`src/rtl/uart_frame_receiver.sv`:
```
`default_nettype none
// ============================================================================
// Module      : uart_frame_receiver
// Description : 8N1 UART receiver, LSB first, idle-high line. The serial input
//               is synchronised and then majority-voted over three samples.
//               The received byte is presented on a valid/ready handshake.
//               Stop-bit errors and dropped bytes are reported as
//               single-cycle pulses.
// Ports       : clk_i        - single clock, rising edge
//               rst_i        - synchronous active-high reset
//               uart_rx_i    - asynchronous serial line
//               rx_data_o    - received byte (stable while rx_valid_o=1)
//               rx_valid_o   - unconsumed byte present
//               rx_ready_i   - consumer accept
//               frame_err_o  - one-cycle pulse, stop bit sampled low
//               overrun_o    - one-cycle pulse, completed byte dropped
//               busy_o       - receiver FSM not idle
// Revision    : 1.0 - initial release
// ============================================================================
module uart_frame_receiver #(
    parameter int CLKS_PER_BIT = 868
) (
    input  logic       clk_i,
    input  logic       rst_i,
    input  logic       uart_rx_i,
    output logic [7:0] rx_data_o,
    output logic       rx_valid_o,
    input  logic       rx_ready_i,
    output logic       frame_err_o,
    output logic       overrun_o,
    output logic       busy_o
);

    localparam int                 c_CNT_W     = $clog2(CLKS_PER_BIT);
    localparam logic [c_CNT_W-1:0] c_HALF_TICK = c_CNT_W'(CLKS_PER_BIT / 2);
    localparam logic [c_CNT_W-1:0] c_LAST_TICK = c_CNT_W'(CLKS_PER_BIT - 1);

    typedef enum logic [1:0] {
        ST_IDLE  = 2'd0,
        ST_START = 2'd1,
        ST_DATA  = 2'd2,
        ST_STOP  = 2'd3
    } state_t;

    // Synchroniser and sample history. The second synchroniser flop is the
    // newest history entry (h0); h1 and h2 hold the two older samples.
    logic r_sync1;
    logic r_h0;
    logic r_h1;
    logic r_h2;

    state_t               r_state;
    logic [c_CNT_W-1:0]   r_cnt;
    logic [2:0]           r_idx;
    logic [7:0]           r_shift;
    logic [7:0]           r_data;
    logic                 r_valid;
    logic                 r_frame_err;
    logic                 r_overrun;

    state_t               w_state_nxt;
    logic [c_CNT_W-1:0]   w_cnt_nxt;
    logic [2:0]           w_idx_nxt;
    logic [7:0]           w_shift_nxt;
    logic [7:0]           w_data_nxt;
    logic                 w_valid_nxt;
    logic                 w_frame_err_nxt;
    logic                 w_overrun_nxt;
    logic                 w_maj;
    logic                 w_fall;

    always_ff @(posedge clk_i) begin
        if (rst_i) begin
            r_sync1 <= 1'b1;
            r_h0    <= 1'b1;
            r_h1    <= 1'b1;
            r_h2    <= 1'b1;
        end else begin
            r_sync1 <= uart_rx_i;
            r_h0    <= r_sync1;
            r_h1    <= r_h0;
            r_h2    <= r_h1;
        end
    end

    assign w_maj  = (r_h0 & r_h1) | (r_h0 & r_h2) | (r_h1 & r_h2);
    // Edge rule: the line must have been high before it is seen low, so a
    // held-low line (break or post-error) never re-triggers a frame.
    assign w_fall = r_h1 & ~r_h0;

    always_ff @(posedge clk_i) begin
        if (rst_i) begin
            r_state     <= ST_IDLE;
            r_cnt       <= '0;
            r_idx       <= '0;
            r_shift     <= '0;
            r_data      <= '0;
            r_valid     <= 1'b0;
            r_frame_err <= 1'b0;
            r_overrun   <= 1'b0;
        end else begin
            r_state     <= w_state_nxt;
            r_cnt       <= w_cnt_nxt;
            r_idx       <= w_idx_nxt;
            r_shift     <= w_shift_nxt;
            r_data      <= w_data_nxt;
            r_valid     <= w_valid_nxt;
            r_frame_err <= w_frame_err_nxt;
            r_overrun   <= w_overrun_nxt;
        end
    end

    always_comb begin
        w_state_nxt     = r_state;
        w_cnt_nxt       = r_cnt;
        w_idx_nxt       = r_idx;
        w_shift_nxt     = r_shift;
        w_data_nxt      = r_data;
        // A completed handshake frees the output register next cycle.
        w_valid_nxt     = r_valid & ~rx_ready_i;
        w_frame_err_nxt = 1'b0;
        w_overrun_nxt   = 1'b0;

        case (r_state)
            ST_IDLE: begin
                w_cnt_nxt = '0;
                w_idx_nxt = '0;
                if (w_fall) begin
                    w_state_nxt = ST_START;
                end
            end

            ST_START: begin
                if (r_cnt == c_HALF_TICK) begin
                    w_cnt_nxt = '0;
                    w_idx_nxt = '0;
                    // A start bit that is high again at mid-bit was a glitch.
                    w_state_nxt = w_maj ? ST_IDLE : ST_DATA;
                end else begin
                    w_cnt_nxt = r_cnt + c_CNT_W'(1);
                end
            end

            ST_DATA: begin
                if (r_cnt == c_LAST_TICK) begin
                    w_cnt_nxt          = '0;
                    w_shift_nxt[r_idx] = w_maj;
                    if (r_idx == 3'd7) begin
                        w_state_nxt = ST_STOP;
                    end else begin
                        w_idx_nxt = r_idx + 3'd1;
                    end
                end else begin
                    w_cnt_nxt = r_cnt + c_CNT_W'(1);
                end
            end

            ST_STOP: begin
                if (r_cnt == c_LAST_TICK) begin
                    w_cnt_nxt   = '0;
                    w_state_nxt = ST_IDLE;
                    if (!w_maj) begin
                        w_frame_err_nxt = 1'b1;
                    end else if (!r_valid || rx_ready_i) begin
                        // Covers the accept-and-load case: the old byte is
                        // taken this cycle and the new one replaces it.
                        w_data_nxt  = r_shift;
                        w_valid_nxt = 1'b1;
                    end else begin
                        w_overrun_nxt = 1'b1;
                    end
                end else begin
                    w_cnt_nxt = r_cnt + c_CNT_W'(1);
                end
            end

            default: begin
                w_state_nxt = ST_IDLE;
            end
        endcase
    end

    assign rx_data_o   = r_data;
    assign rx_valid_o  = r_valid;
    assign frame_err_o = r_frame_err;
    assign overrun_o   = r_overrun;
    assign busy_o      = (r_state != ST_IDLE);

endmodule
`default_nettype wire
```
`config.mk`:
```
export PLATFORM = sky130hd
export DESIGN_NAME = uart_frame_receiver
export DESIGN_NICKNAME = d
export VERILOG_FILES = /design/src/rtl/uart_frame_receiver.sv
export SDC_FILE = /design/constraint.sdc
export NUM_CORES = 1
export LEC_CHECK = 0
export BUFFER_PORTS_ARGS = -buffer_cell sky130_fd_sc_hd__buf_2
export CAP_MARGIN = 10
export CORE_UTILIZATION = 45
export CTS_BUF_LIST = sky130_fd_sc_hd__clkbuf_16
export DETAILED_ROUTE_END_ITERATION = 6
export GPL_ROUTABILITY_DRIVEN = 1
export PLACE_DENSITY = 0.74
export SYNTH_ARGS = -nofsm -noshare
export SYNTH_HDL_FRONTEND = slang
export SYNTH_SLANG_ARGS = --single-unit
```
`constraint.sdc`:
```
create_clock -name clk_i -period 1.9 [get_ports clk_i]
set_input_delay 0.38 -clock clk_i [delete_from_list [all_inputs] [get_ports clk_i]]
set_output_delay 0.38 -clock clk_i [all_outputs]
set_load 0.01 [all_outputs]
```
==> results of run 1 <==
==> cell families after synthesis <==
family | count (synthesis) | share of synthesized area
xor gates and xnor gates | 8 | 0.04301
DFF | 38 | 0.4670
muxes | 17 | 0.1052
adders and majority gates | 5 | 0.03687
buffers and inverters | 10 | 0.02842
AOI/OAI and AO/OA | 10 | 0.05684
and+or+nand+nor | 76 | 0.2627
==> layout by cell type, fill, tap and decap left out, drive strengths merged, types with 3 or more instances in the layout <==
master  count
nor2       15
nand2      21
inv         5
xnor2       4
mux2i      16
buf        29
clkbuf      5
nand4       5
dfxtp      38
ha          4
xor2        4
nor4b       3
or2         5
nand3       6
==> final cells by class <==
type	count	area, um^2	area share
clock buffer	5	125.1	0.06188
clock inverter	2	33.78	0.01671
inverter	6	22.52	0.01114
multi-input combinational	116	838.3	0.4146
sequential	38	764.5	0.3781
tap	46	57.56	0.02847
timing repair buffer	29	180.2	0.08911
==> routing by layer <==
metal	vias up	routed length (um)	track usage	share of wire
li1	639	-	-	-
met1	568	1402	0.1966	0.47
met2	28	1383	0.2734	0.46
met3	8	122	0.06066	0.041
met4	0	70	0.09012	0.024
met5	-	0	0	0
==> worst register-to-register path: cells and delay by family, from the launching register on <==
family | cells | cell delay (ns)
flops | 1 | 0.31
compound gates | 1 | 0.21
simple gates | 3 | 1.34
==> report_power, final <==
group	leakage (nW)	switching, mW	total, mW	internal [mW]
Clock	0.0773	0.286	0.892	0.606
Sequential	0.309	0.00908	0.819	0.810
Combinational	0.474	0.0482	0.0905	0.0423
Total	0.860	0.343	1.80	1.46
==> per-stage QoR <==
stage                     hold slack [ns]  instances  setup TNS, ns  power (mW)  setup WS, ns
after detailed placement           0.4017        235       -0.02179      0.9211      -0.02179
final                              0.2935        242       -0.06097       1.801      -0.04822
after CTS                          0.2917        242       -0.03510       1.812      -0.02820
after floorplan                    0.3895        164              0      0.8993      0.005565
after global routing               0.2944        242        -0.3789       1.859       -0.1126
after global placement             0.3990        235              0      0.9189       0.03639
==> sequential cells by signal (all words and copies together), names as in the netlist, named ones only <==
name	flops
rx_valid_o	1
r_h1	1
frame_err_o	1
r_idx	3
overrun_o	1
rx_data_o	8
r_cnt	10
r_h0	1
r_shift	8
r_state	1
r_sync1	1
r_h2	1
==> final timing paths <==
path | startpoint | end | depth (start not counted)
max | r_cnt[2]$_SDFF_PP0_ | flip-flop | 4
min | uart_rx_i | r_sync1$_SDFF_PP1_ | 2
max reg2reg | r_cnt[2]$_SDFF_PP0_ | flip-flop | 4
min reg2reg | r_sync1$_SDFF_PP1_ | r_h0$_SDFF_PP1_ | 1
==> timing repair <==
action	4_1_cts	5_1_grt
setup buffers	0	0
setup endpoints to repair	2	16
gates resized for setup	2	5
pin swaps	0	0
gates cloned	0	0
==> run_results.csv, run 1 <==
group,metric,value,unit
power,peakVddDrop,0.6061,mV
grt,grt_max_degree,18,
clocking,cts-htree-levels,2,
sta,max_slew_margin,0.7685,
finish,final_core_util,0.5965,
yosys,synth.top_cell.area_share,0.4670,
detailed_routing,vias,1243,
worst_setup_path,max_stage_delay,0.53,ns
clocking,root_buffer,"clkbuf_16",
finish,drive_above_1_share,0.2908,
outcome,violations,"setup timing",
yosys,syn-instance-count,164,
placed_design,io_buffers,15,
worst_setup_path,crit_family,"simple AND/OR/NAND/NOR gates",
worst_setup_path,crit_path_end_kind,"flip-flop",
floorplanning,num_rows,21,
floorplanning,initial_utilization,0.4806,
sta,setup_viol,2,
clocking,cts-buffers-inserted,5,
yosys,seq_area_frac_synth,0.4670,
sta,period_share,1.025,
worst_setup_path,path_cells,"or3b_4 -> or4_4 -> or3b_4 -> a221oi_2",
sta,rsz0062_at_grt,"yes",
detailed_routing,routedWlPerCell,12.31,um
yosys,synth.distinct_cells,45,
sta,fin_ws,-0.04822,ns
clocking,path_clk_slew,0.05,ns
sta,min_period,1.948,ns
yosys,async_reset_ff_frac,0,
clocking,clk_latency,0.27,ns
min_path,worstHoldPathType,"input port to flip-flop",
yosys,syn_nets,172,
yosys,syn_area,1629,um^2
worst_setup_path,crit_path_start_kind,"flip-flop",
sta,worst_slew_pin_slew,0.3440,ns
yosys,yosysMostFrequentCell,"dfxtp_1",
grt,grt_usage,0.1697,
detailed_routing,drc,0,
power,p_per_area,890.9,nW/um^2
finish,n_fill_cell,287,
worst_setup_path,crit_arrival,2.14,ns
finish,nets,204,
outcome,status,"finished, violations left",
job,maxCapViolCount,0,
placed_design,place_area,1843,um^2
floorplanning,ios,16,
grt,overflow,0,
worst_setup_path,crit_top_cell,"or3b_4",
worst_setup_path,cp_max_fo,4,
clocking,clock_path_buffers,2,
clocking,cts_tree,"yes",
worst_setup_path,critPathKind,"flip-flop to flip-flop",
placed_design,gp_congestion,0.8418,
detailed_routing,wl,2978,um
power,power.leakage,0.8598,nW
worst_setup_path,crit_slowest_cell,"or4_4",
sta,fmax,0.5133,GHz
grt,antenna_found_initial,0,
clocking,ctsHoldBuffers,0,
placed_design,dp_hpwl,2099,um
clocking,cts.sinks,38,
yosys,avgSynthCellArea,9.933,um^2
grt,first_global_vias,1212,
yosys,synth_warnings,0,
sta,drv_slew,0,
floorplanning,core_area,3390,um^2
yosys,synth_common_cells,"dfxtp_1 (38), nand2_1 (21), mux2i_1 (16), nor2_1 (15)",
finish,fin_area,2022,um^2
detailed_routing,dr.first_iter.drc_count,51,
floorplanning,die_h,62.17,um
sta,hold_viol_final,0,
worst_setup_path,required,2.09,ns
detailed_routing,postRouteAntennaNets,0,
grt,grt_pass1_wl,5202,um
floorplanning,die_w,62.17,um
yosys,synth-edff-count,0,
finish,diodes,0,
yosys,synth_seq_cells,38,
detailed_routing,vias_per_cell,5.136,
worst_setup_path,crit_buf_inv,0,
yosys,synth_top_area_cell,"dfxtp_1",
finish,area.growth.synth_to_final,24.12,%
sta,fin_skew,0.002271,ns
yosys,ys_top_cells_by_area,"dfxtp_1 (47%), mux2i_1 (9.8%), nand2_1 (4.8%)",
worst_setup_path,reg2reg_slack,-0.05,ns
detailed_routing,firstDrtPassIters,4,
floorplanning,die-area,3864,um^2
yosys,ys.flop_type,"dfxtp_1",
(Power assumes the default switching activity.)
==> inputs of run 2 (changes only) <==
Settings changed: ABC_AREA from default to 1, GPL_ROUTABILITY_DRIVEN 1 to default.
==> run_results.csv, run 2 <==
group,metric,value,unit
outcome,status,"complete, no violations",
finish,n_fill_cell,362,
sta,hold_viol_final,0,
placed_design,dp.cells,308,
detailed_routing,routedWlPerCell,9.778,um
power,peakVddDrop,0.3573,mV
grt,antenna_found_initial,0,
detailed_routing,wl,3090,um
finish,layout_common_cells,"nor2_1 (57), nand2_1 (56), dfxtp_1 (38)",
clocking,cts-buffers-inserted,5,
yosys,avgSynthCellArea,7.067,um^2
clocking,ctsHoldBuffers,0,
sta,fmax,0.5932,GHz
yosys,synth-simple-area-share,0.3867,
yosys,synth_xor_area_frac,0.01487,
clocking,cts-htree-levels,2,
worst_setup_path,required,2.07,ns
finish,drive_above_1_share,0.1530,
detailed_routing,drc,0,
power,power.leakage,0.9548,nW
clocking,clk_latency,0.28,ns
clocking,cts_tree,"yes",
clocking,cts.sinks,38,
yosys,synth_mux_area_frac,0,
grt,first_global_vias,1275,
detailed_routing,firstDrtPassIters,4,
grt,overflow,0,
floorplanning,die_w,64.66,um
worst_setup_path,r2r_cells,8,
worst_setup_path,crit_slowest_cell,"dfxtp_1",
yosys,synth-edff-count,0,
detailed_routing,postRouteAntennaNets,0,
min_path,min_path_cells,2,
job,maxCapViolCount,0,
finish,layout_commonest_cell,"nor2_1",
sta,setup_viol,0,
power,power_frac_seq,0.445,
finish,nets,275,
floorplanning,die_h,64.66,um
yosys,yosysMostFrequentCell,"nor2_1",
placed_design,gp_congestion,0.8629,
yosys,seq_area_frac_synth,0.4306,
yosys,synth.distinct_cells,27,
power,power.share.combinational,0.065,
finish,area.growth.synth_to_final,15.44,%
worst_setup_path,crit_family,"simple AND/OR/NAND/NOR gates",
power,power_frac_clock,0.490,
finish,diodes,0,
placed_design,io_buffers,15,
worst_setup_path,path_cells,"ha_1 -> inv_1 -> nor2_2 -> nand3_1 -> nor2_1 -> o21ai_0 -> nand2_2 -> nor3b_1",
finish,instances_no_fill,316,
detailed_routing,vias_per_cell,4.731,
detailed_routing,dr.first_iter.drc_count,99,
yosys,synth_seq_cells,38,
clocking,root_buffer,"clkbuf_16",
finish,regMostFlops,"r_cnt",
worst_setup_path,crit_arrival,1.86,ns
power,p_sw_frac,0.2199,
yosys,synth_top_area_cell,"dfxtp_1",
detailed_routing,vias,1495,
clocking,postCtsSetupBuffers,0,
clocking,path_clk_slew,0.06,ns
worst_setup_path,critPathKind,"flip-flop to flip-flop",
worst_setup_path,path_depth,8,
sta,min_period,1.686,ns
placed_design,dp_hpwl,2210,um
finish,largest_register_ffs,10,
worst_setup_path,max_stage_delay,0.37,ns
clocking,clock_path_buffers,2,
power,p_switching,0.4144,mW
yosys,ys_top_cells_by_area,"dfxtp_1 (43%), nor2_1 (12%), nand2_1 (12%)",
min_path,worstHoldPathType,"input port to flip-flop",
yosys,synth_common_cells,"nor2_1 (57), nand2_1 (56), dfxtp_1 (38), inv_1 (31), nand3_1 (13)",
floorplanning,core_area,3716,um^2
sta,final.setup.tns,0,ns
yosys,async_reset_ff_frac,0,
grt,grt_max_degree,19,
power,p_int,1.470,mW
worst_setup_path,crit_buf_inv,1,
sta,rsz0062_at_grt,"no",
floorplanning,num_rows,22,
worst_setup_path,cp_max_fo,10,
floorplanning,initial_utilization,0.4754,
yosys,synth_warnings,0,
yosys,syn_area,1767,um^2
yosys,synth_top_family_by_area,"simple AND/OR/NAND/NOR gates",
grt,grt_usage,0.1687,
sta,worst_slew_pin_slew,0.4997,ns
sta,fin_skew,0.003877,ns
yosys,synth_compound_area_frac,0.04603,
floorplanning,ios,16,
clocking,cts_resized,0,
yosys,synthAdderAreaFrac,0.03399,
yosys,synth.top_cell.area_share,0.4306,
sta,max_slew_margin,0.6669,
yosys,syn_nets,258,
sta,drv_slew,0,
grt,grt_pass1_wl,5347,um
yosys,ys.flop_type,"dfxtp_1",
sta,period_share,0.8872,
power,p_per_area,924.1,nW/um^2
yosys,syn-instance-count,250,
floorplanning,die-area,4180,um^2
worst_setup_path,crit_path_end_kind,"flip-flop",
worst_setup_path,crit_path_start_kind,"flip-flop",
## run 2: kinds of logic after synthesis
group | Yosys count
buffers and inverters | 38
XOR/XNOR | 3
AND/OR/NAND/NOR | 150
adder cells (fa/ha/maj) | 5
AO/OA/AOI/OAI | 16
flip-flops | 38
## run 2: power groups by stage
stage	Combinational, mW	Clock (mW)	Sequential [mW]
floorplan	0.108	0	0.844
global placement	0.122	0	0.855
detailed placement	0.122	0	0.856
CTS	0.123	0.941	0.839
global route	0.142	0.975	0.844
finish	0.122	0.923	0.839
## run 2: worst paths after layout
| kind | from | end | slack, ns |
|---|---|---|---|
| max | r_cnt[0]$_SDFF_PP0_ | r_cnt[3]$_SDFF_PP0_ | 0.21 |
| min | uart_rx_i | r_sync1$_SDFF_PP1_ | 0.28 |
| max reg2reg | r_cnt[0]$_SDFF_PP0_ | r_cnt[3]$_SDFF_PP0_ | 0.21 |
| min reg2reg | r_sync1$_SDFF_PP1_ | r_h0$_SDFF_PP1_ | 0.41 |
## run 2: area by class of cell
type                            instances  area [um^2]  share of cell area
Tap cell                               48        60.06             0.02945
Inverter                               32        120.1             0.05890
Sequential cell                        38        760.7              0.3730
Clock buffer                            5        125.1             0.06135
Clock inverter                          3        40.04             0.01963
Multi-Input combinational cell        174        850.8              0.4172
Timing Repair Buffer                   16        82.58             0.04049
## run 2: routing by layer
layer,part of all wire,global-route usage,vias up,wire (um)
met4,0.031,0.1167,0,95
met2,0.45,0.2658,28,1380
li1,-,-,799,-
met5,0,0,-,0
met1,0.48,0.2033,659,1478
met3,0.044,0.03697,9,136
## run 2: metrics by stage
stage	hold WS [ns]	worst slack, ns	instance area [um^2]	utilization	power (mW)
after CTS	0.2781	0.2094	2039	0.5488	1.903
after global placement	0.3924	0.2861	1874	0.5044	0.9770
final	0.2776	0.2142	2039	0.5488	1.885
after global routing	0.2777	0.04165	2039	0.5488	1.960
after floorplan	0.3895	0.4139	1767	-	0.9515
after detailed placement	0.3983	0.2142	1874	0.5044	0.9780
